### config.mk
export PLATFORM = sky130hd
export DESIGN_NAME = stella_sprite_engine
export DESIGN_NICKNAME = d
export VERILOG_FILES = /design/src/rtl/stella_sprite_engine.sv
export SDC_FILE = /design/constraint.sdc
export NUM_CORES = 1
export LEC_CHECK = 0
export CAP_MARGIN = 20
export CORE_UTILIZATION = 63
export CTS_CLUSTER_SIZE = 12
export DETAILED_ROUTE_END_ITERATION = 12
export GPL_ROUTABILITY_DRIVEN = 1
export PLACE_DENSITY = 0.8
export SYNTH_ARGS = -nofsm -noshare
export SYNTH_HDL_FRONTEND = slang
export SYNTH_SLANG_ARGS = --single-unit
### constraint.sdc
create_clock -name clk -period 5.65 [get_ports clk]
set_input_delay 1.13 -clock clk [delete_from_list [all_inputs] [get_ports clk]]
set_output_delay 1.13 -clock clk [all_outputs]
set_load 0.05 [all_outputs]
### src/rtl/stella_sprite_engine.sv
// -----------------------------------------------------------------------------
// stella_sprite_engine
//
// Per-frame game state for a simple "dodge the falling blocks" game and the
// pixel colour for the current scan position.
//
// State advances once per frame, on the first clock at which the scan counters
// reach the last visible pixel. If the scan counters hold that pixel for
// several clocks, the state still advances only once.
//
// Ports:
//   clk      in   pixel clock
//   rst_n    in   asynchronous active-low reset
//   x        in   scan column (10 bits)
//   y        in   scan row (9 bits)
//   movel    in   move-left button, level
//   mover    in   move-right button, level
//   color    out  registered {R,G,B} 4 bits each, one clock after x/y
//   collide  out  sticky game-over flag
//   score    out  obstacles that fell off the bottom, saturating
// -----------------------------------------------------------------------------
module stella_sprite_engine #(
    parameter int          H_RES     = 640,
    parameter int          V_RES     = 480,
    parameter int          N_OBS     = 4,
    parameter int          SHIP_W    = 32,
    parameter int          SHIP_H    = 32,
    parameter int          OBS_W     = 32,
    parameter int          OBS_H     = 32,
    parameter int          SHIP_STEP = 4,
    parameter int          OBS_SPEED = 2,
    parameter logic [15:0] LFSR_SEED = 16'hACE1
) (
    input  logic        clk,
    input  logic        rst_n,
    input  logic [9:0]  x,
    input  logic [8:0]  y,
    input  logic        movel,
    input  logic        mover,
    output logic [11:0] color,
    output logic        collide,
    output logic [15:0] score
);

    // All position arithmetic is carried at 11 bits so sums such as
    // ship_x + SHIP_W never wrap before they are compared.
    localparam logic [10:0] H_RES_W     = 11'(H_RES);
    localparam logic [10:0] V_RES_W     = 11'(V_RES);
    localparam logic [10:0] SHIP_W_W    = 11'(SHIP_W);
    localparam logic [10:0] SHIP_H_W    = 11'(SHIP_H);
    localparam logic [10:0] OBS_W_W     = 11'(OBS_W);
    localparam logic [10:0] OBS_H_W     = 11'(OBS_H);
    localparam logic [10:0] SHIP_STEP_W = 11'(SHIP_STEP);
    localparam logic [10:0] OBS_SPEED_W = 11'(OBS_SPEED);
    localparam logic [10:0] SHIP_Y      = 11'(V_RES - SHIP_H - 8);
    localparam logic [10:0] SHIP_X_RST  = 11'((H_RES - SHIP_W) / 2);
    localparam logic [10:0] SHIP_X_MAX  = 11'(H_RES - SHIP_W);
    localparam logic [10:0] OBS_X_MAX   = 11'(H_RES - OBS_W);
    localparam logic [15:0] LFSR_MASK   = 16'hB400;

    localparam logic [11:0] COL_BLACK = 12'h000;
    localparam logic [11:0] COL_SHIP  = 12'h0F0;
    localparam logic [11:0] COL_HIT   = 12'hF00;
    localparam logic [11:0] COL_OBS   = 12'hF80;

    logic [10:0] x_w;
    logic [10:0] y_w;
    logic        at_last;
    logic        tick;
    logic        last_q;

    logic [10:0] ship_x_q, ship_x_d;
    logic [15:0] lfsr_q, lfsr_d;
    logic [N_OBS-1:0] act_q, act_d;
    logic [9:0]  ox_q [N_OBS];
    logic [9:0]  ox_d [N_OBS];
    logic [9:0]  oy_q [N_OBS];
    logic [9:0]  oy_d [N_OBS];
    logic        collide_q, collide_d;
    logic [15:0] score_q, score_d;
    logic [11:0] color_q, color_d;

    logic [N_OBS-1:0] hit;
    logic [N_OBS-1:0] obs_pix;
    logic        ship_pix;
    logic        overlap;
    logic        spawn_done;
    logic [10:0] oy_next;
    logic [10:0] spawn_x;
    logic [3:0]  retire_cnt;
    logic [16:0] score_sum;

    assign x_w = {1'b0, x};
    assign y_w = {2'b0, y};

    assign at_last = (x_w == H_RES_W - 11'd1) && (y_w == V_RES_W - 11'd1);
    assign tick    = at_last && !last_q;

    assign color   = color_q;
    assign collide = collide_q;
    assign score   = score_q;

    // Per-slot overlap with the ship and with the current scan pixel.
    always_comb begin
        hit     = '0;
        obs_pix = '0;
        for (int i = 0; i < N_OBS; i++) begin
            hit[i] = act_q[i]
                  && ({1'b0, ox_q[i]} < ship_x_q + SHIP_W_W)
                  && (ship_x_q < {1'b0, ox_q[i]} + OBS_W_W)
                  && ({1'b0, oy_q[i]} < SHIP_Y + SHIP_H_W)
                  && (SHIP_Y < {1'b0, oy_q[i]} + OBS_H_W);
            obs_pix[i] = act_q[i]
                  && (x_w >= {1'b0, ox_q[i]})
                  && (x_w <  {1'b0, ox_q[i]} + OBS_W_W)
                  && (y_w >= {1'b0, oy_q[i]})
                  && (y_w <  {1'b0, oy_q[i]} + OBS_H_W);
        end
    end

    assign overlap  = |hit;
    assign ship_pix = (x_w >= ship_x_q) && (x_w < ship_x_q + SHIP_W_W)
                   && (y_w >= SHIP_Y)   && (y_w < SHIP_Y + SHIP_H_W);

    always_comb begin
        if (x_w >= H_RES_W || y_w >= V_RES_W) begin
            color_d = COL_BLACK;
        end else if (ship_pix) begin
            color_d = collide_q ? COL_HIT : COL_SHIP;
        end else if (|obs_pix) begin
            color_d = COL_OBS;
        end else begin
            color_d = COL_BLACK;
        end
    end

    // Frame update. Spawn eligibility looks at act_q, so a slot that retires
    // on this tick cannot be refilled until the next one.
    always_comb begin
        ship_x_d   = ship_x_q;
        lfsr_d     = lfsr_q;
        act_d      = act_q;
        ox_d       = ox_q;
        oy_d       = oy_q;
        collide_d  = collide_q;
        score_d    = score_q;
        oy_next    = '0;
        spawn_done = 1'b0;
        retire_cnt = '0;
        spawn_x    = {2'b0, lfsr_q[15:7]};
        score_sum  = '0;

        if (tick) begin
            lfsr_d = {1'b0, lfsr_q[15:1]} ^ (lfsr_q[0] ? LFSR_MASK : 16'h0000);

            if (collide_q) begin
                if (movel && mover) begin
                    collide_d = 1'b0;
                    score_d   = '0;
                    ship_x_d  = SHIP_X_RST;
                    act_d     = '0;
                    for (int i = 0; i < N_OBS; i++) begin
                        ox_d[i] = '0;
                        oy_d[i] = '0;
                    end
                end
            end else begin
                if (movel && !mover) begin
                    ship_x_d = (ship_x_q > SHIP_STEP_W) ? ship_x_q - SHIP_STEP_W : 11'd0;
                end else if (mover && !movel) begin
                    ship_x_d = (ship_x_q + SHIP_STEP_W > SHIP_X_MAX) ? SHIP_X_MAX
                                                                     : ship_x_q + SHIP_STEP_W;
                end

                for (int i = 0; i < N_OBS; i++) begin
                    if (act_q[i]) begin
                        oy_next = {1'b0, oy_q[i]} + OBS_SPEED_W;
                        if (oy_next >= V_RES_W) begin
                            act_d[i]   = 1'b0;
                            retire_cnt = retire_cnt + 4'd1;
                        end else begin
                            oy_d[i] = oy_next[9:0];
                        end
                    end
                end

                if (lfsr_q[2:0] == 3'd0) begin
                    for (int i = 0; i < N_OBS; i++) begin
                        if (!spawn_done && !act_q[i]) begin
                            spawn_done = 1'b1;
                            act_d[i]   = 1'b1;
                            ox_d[i]    = (spawn_x > OBS_X_MAX) ? OBS_X_MAX[9:0] : spawn_x[9:0];
                            oy_d[i]    = '0;
                        end
                    end
                end

                score_sum = {1'b0, score_q} + {13'd0, retire_cnt};
                score_d   = score_sum[16] ? 16'hFFFF : score_sum[15:0];

                if (overlap) begin
                    collide_d = 1'b1;
                end
            end
        end
    end

    always_ff @(posedge clk or negedge rst_n) begin
        if (!rst_n) begin
            last_q    <= 1'b0;
            ship_x_q  <= SHIP_X_RST;
            lfsr_q    <= LFSR_SEED;
            act_q     <= '0;
            collide_q <= 1'b0;
            score_q   <= '0;
            color_q   <= COL_BLACK;
            for (int i = 0; i < N_OBS; i++) begin
                ox_q[i] <= '0;
                oy_q[i] <= '0;
            end
        end else begin
            last_q    <= at_last;
            ship_x_q  <= ship_x_d;
            lfsr_q    <= lfsr_d;
            act_q     <= act_d;
            collide_q <= collide_d;
            score_q   <= score_d;
            color_q   <= color_d;
            for (int i = 0; i < N_OBS; i++) begin
                ox_q[i] <= ox_d[i];
                oy_q[i] <= oy_d[i];
            end
        end
    end

endmodule

==> qor.txt <==
drt total wl: 33000 µm
mapped cell area: 0.0117 mm²
Die H: 138 µm
# port buffers: 47
number of enable flip-flop cells after synthesis: 0
setup TNS: 0 ns
post-synthesis cell type count: 72
post-CTS sizing: 0
min-delay worst type: register to register
Clk Latency, worst-skew pair: 0.43 ns
fin nets: 1670
post-route antenna net violation count: 0
Post-CTS Setup Bufs: 0
FFs w/ async S/R, synth: 100%
Worst Path Required: 5.98 ns
delay-heaviest family, CP: adder cells
gpl congestion: 0.946
detailed placement HPWL: 24400 µm
Setup violations, final: 0
full die area: 0.0191 mm²
Worst slew margin: 42.9%
CP Launch Type: register
Initial DRC Count: 860
Top FF cell, synth: dfrtp_1
CP Max Fanout: 7
dpl cells: 1646
CTS tree: built
f_max: 188 MHz
Worst setup EP type: register
RSZ-0062 raised after global routing: no
H-tree depth: 4
flops & latches, synth: 122
Hold-fix buffers, CTS: 0
DR pass1 iterations: 5
Tmin final: 5.33 ns
max_cap viols: 0
Crit-path slowest cell: dfrtp_1
layout cells sized above 1: 6.55%
Sequential Area: 0.00307 mm²
PD cells: 171 mW/mm²
chip width: 138 µm
worst ir drop on vdd: 205 µV
P_int: 0.00165 W
IO Pins: 52
Setup CP Type: register to register
via count: 11025
register area share after synthesis: 26.3%
Clock Tree Buf Depth: 2
DRC violations left: 0
leakage dissipation: 5.75 nW
crit share post-route: 94.4%
combinational share of power: 9.3%
first-pass GRT wire length: 53500 µm
status: finished, final reports clean
TritonCTS sink count: 122
P&R area growth vs syn: 11.4%
CP arrival: 5.66 ns
row cnt: 49
Setup WS pre-CTS: 0.109 ns
GR Overflow Total: 0
n_diodes: 0
fillers: 1477
largest net degree at the start of global routing: 78
core area: 0.0180 mm²
Non-Filler Instances: 1679
antenna violations before repair: 0
Hold WS: 0.452 ns
Max stage delay on crit path: 0.46 ns
final worst slack: 0.318 ns
wire length per cell: 19.6 µm
Worst path most repeated cell: ha_1
clock share of power: 51.3%
Post-Syn Instances: 1402
Worst Tran Pin Value: 0.844 ns
switching share of power: 25.6%
Multi-input gate area: 0.00794 mm²
crit path cell chain: ha_1 -> xnor2_2 -> nor3_1 -> o221a_2 -> nor2_2 -> nor2_1 -> ha_1 -> nand2_1 -> o31ai_1 -> ha_1 -> mux2_2 -> ha_1 -> mux2i_1 -> fa_1 -> nor2b_1 -> o21ai_1 -> a2111oi_2 -> buf_4 -> and4_1 -> nor2b_1 -> buf_4 -> a21oi_1 -> o21ai_0
CTS clk-pin slew, worst paths: 0.06 ns
Avg Cell Area, Syn: 8.32 µm²
power share of the sequential group: 39.4%
total power: 0.00222 W
yosys synthesis warning count: 0
CP Buf/Inv Count: 2
vias in the first global route: 10656
CTS buffer count: 17
Tot GR Track Use: 34.9%
Via density: 6.57
P_sw: 0.000570 W
Initial Util: 64.7%
Worst Skew: 0.0144 ns
max-slew violations: 0
Root Buffer: clkbuf_16
final hold vios: 0
-- power by group through the flow --
| stage | logic [W] | registers (W) | clock network (W) |
|---|---|---|---|
| finish | 0.000206 | 0.000876 | 0.00114 |
| global route | 0.000228 | 0.000875 | 0.00119 |
| CTS | 0.000203 | 0.000876 | 0.00115 |
| detailed placement | 0.000201 | 0.000891 | 0 |
| global placement | 0.000196 | 0.000891 | 0 |
| floorplan | 0.000103 | 0.000895 | 0 |
-- registers in the layout, indices dropped and copies added (netlist names) --
| name | cells |
|---|---|
| ox_q | 36 |
| oy_q | 36 |
| lfsr_q | 16 |
| score | 16 |
| ship_x_q | 9 |
| act_q | 4 |
| color | 3 |
| collide | 1 |
| last_q | 1 |
-- cells in the final DEF (no fill, tap or decap), drive strengths merged, types with 6 or more instances in the layout --
| cell type | netlist | layout |
|---|---|---|
| clkbuf | 36 | 21 |
| nor4 | 18 | 18 |
| nand2 | 171 | 171 |
| nor2b | 10 | 10 |
| a2111oi | 9 | 9 |
| inv | 116 | 119 |
| o21ai | 123 | 123 |
| dfrtp | 111 | 111 |
| nand4 | 18 | 18 |
| a211oi | 15 | 15 |
| buf | 20 | 23 |
| o31ai | 11 | 11 |
| or3 | 11 | 11 |
| o221ai | 8 | 8 |
| and2 | 9 | 9 |
| o21a | 10 | 10 |
| clkdlybuf4s50 | 0 | 46 |
| xnor2 | 35 | 35 |
| ha | 209 | 209 |
| a41oi | 7 | 7 |
| dfstp | 11 | 11 |
| a21oi | 86 | 86 |
| nand2b | 18 | 18 |
| a31oi | 15 | 15 |
| a211o | 6 | 6 |
| or4 | 16 | 16 |
| a21o | 24 | 24 |
| nor2 | 58 | 58 |
| nand3 | 60 | 60 |
| o211ai | 27 | 27 |
| o22ai | 7 | 7 |
| and3 | 14 | 14 |
| nor3 | 32 | 32 |
-- per-layer routing --
| metal | part of all wire, % | GRT usage, % | wire length (µm) |
|---|---|---|---|
| met1 | 43 | 45.6 | 14000 |
| met2 | 47 | 57.7 | 15400 |
| met3 | 7.3 | 5.23 | 2420 |
| met4 | 3.2 | 14.9 | 1070 |
| met5 | 0 | 0 | 0 |
-- synth_stat cells, drive strengths merged, types with 16 or more instances --
cell type / instances / area [µm²]
ha: 209 / 2620
nand2: 171 / 649
o21ai: 123 / 616
inv: 116 / 435
dfrtp: 111 / 2780
a21oi: 86 / 434
nand3: 60 / 300
nor2: 58 / 225
clkbuf: 36 / 135
xnor2: 35 / 307
nor3: 32 / 170
o211ai: 27 / 203
a21o: 24 / 180
buf: 20 / 135
nand2b: 18 / 113
nand4: 18 / 125
nor4: 18 / 134
or4: 16 / 120
-- stage by stage --
| stage | util (%) | area [µm²] |
|---|---|---|
| 2_1_floorplan | - | 11700 |
| 3_3_place_gp | 68.4 | 12300 |
| 3_5_place_dp | 68.4 | 12300 |
| 4_1_cts | 71.8 | 12900 |
| 5_1_grt | 72.1 | 13000 |
| 6_report | 72.1 | 13000 |
-- worst reg2reg max path, stage by stage, from the launching register on --
cell and delay [ns]:
dfrtp_1 0.46, ha_1 0.28, xnor2_2 0.22, nor3_1 0.08
o221a_2 0.29, nor2_2 0.20, nor2_1 0.07, ha_1 0.27
nand2_1 0.04, o31ai_1 0.16, ha_1 0.36, mux2_2 0.30
ha_1 0.29, mux2i_1 0.09, fa_1 0.42, nor2b_1 0.17
o21ai_1 0.15, a2111oi_2 0.33, buf_4 0.18, and4_1 0.32
nor2b_1 0.17, buf_4 0.16, a21oi_1 0.05, o21ai_0 0.19
-- cell families (layout without fill, tap and decap cells) --
family                     count (synthesis)  in the layout  share of synthesized area (%)
AOI/OAI and AO/OA                        385            385                           20.9
xor gates and xnor gates                  38             38                           2.85
adders and majority gates                210            210                           22.6
buffers and inverters                    173            218                           6.08
DFF                                      122            122                           26.3
muxes                                     10             10                           1.01
other                                      1              4                         0.0322
and+or+nand+nor                          463            463                           20.2
-- layout make-up --
type | count | area share, %
multi-input combinational | 1110 | 61.1
sequential | 122 | 23.6
timing repair buffer | 69 | 4.97
clock buffer | 21 | 3.70
inverter | 117 | 3.38
tap | 229 | 2.21
clock inverter | 11 | 1.02
-- final timing paths --
check / startpoint / endpoint / slack (ns) / depth (start not counted)
worst min-delay path: lfsr_q[6] / lfsr_q[6] / 0.45 / 2
min in group asynchronous: rst_n / ox_q[1] / 0.67 / 1
worst max register to register: oy_q[36] / score[9] / 0.32 / 23
worst max-delay path: oy_q[36] / score[9] / 0.32 / 23
worst min register to register: lfsr_q[6] / lfsr_q[6] / 0.45 / 2
max in group asynchronous: rst_n / lfsr_q[11] / 4.01 / 2
(Power assumes the default switching activity.)
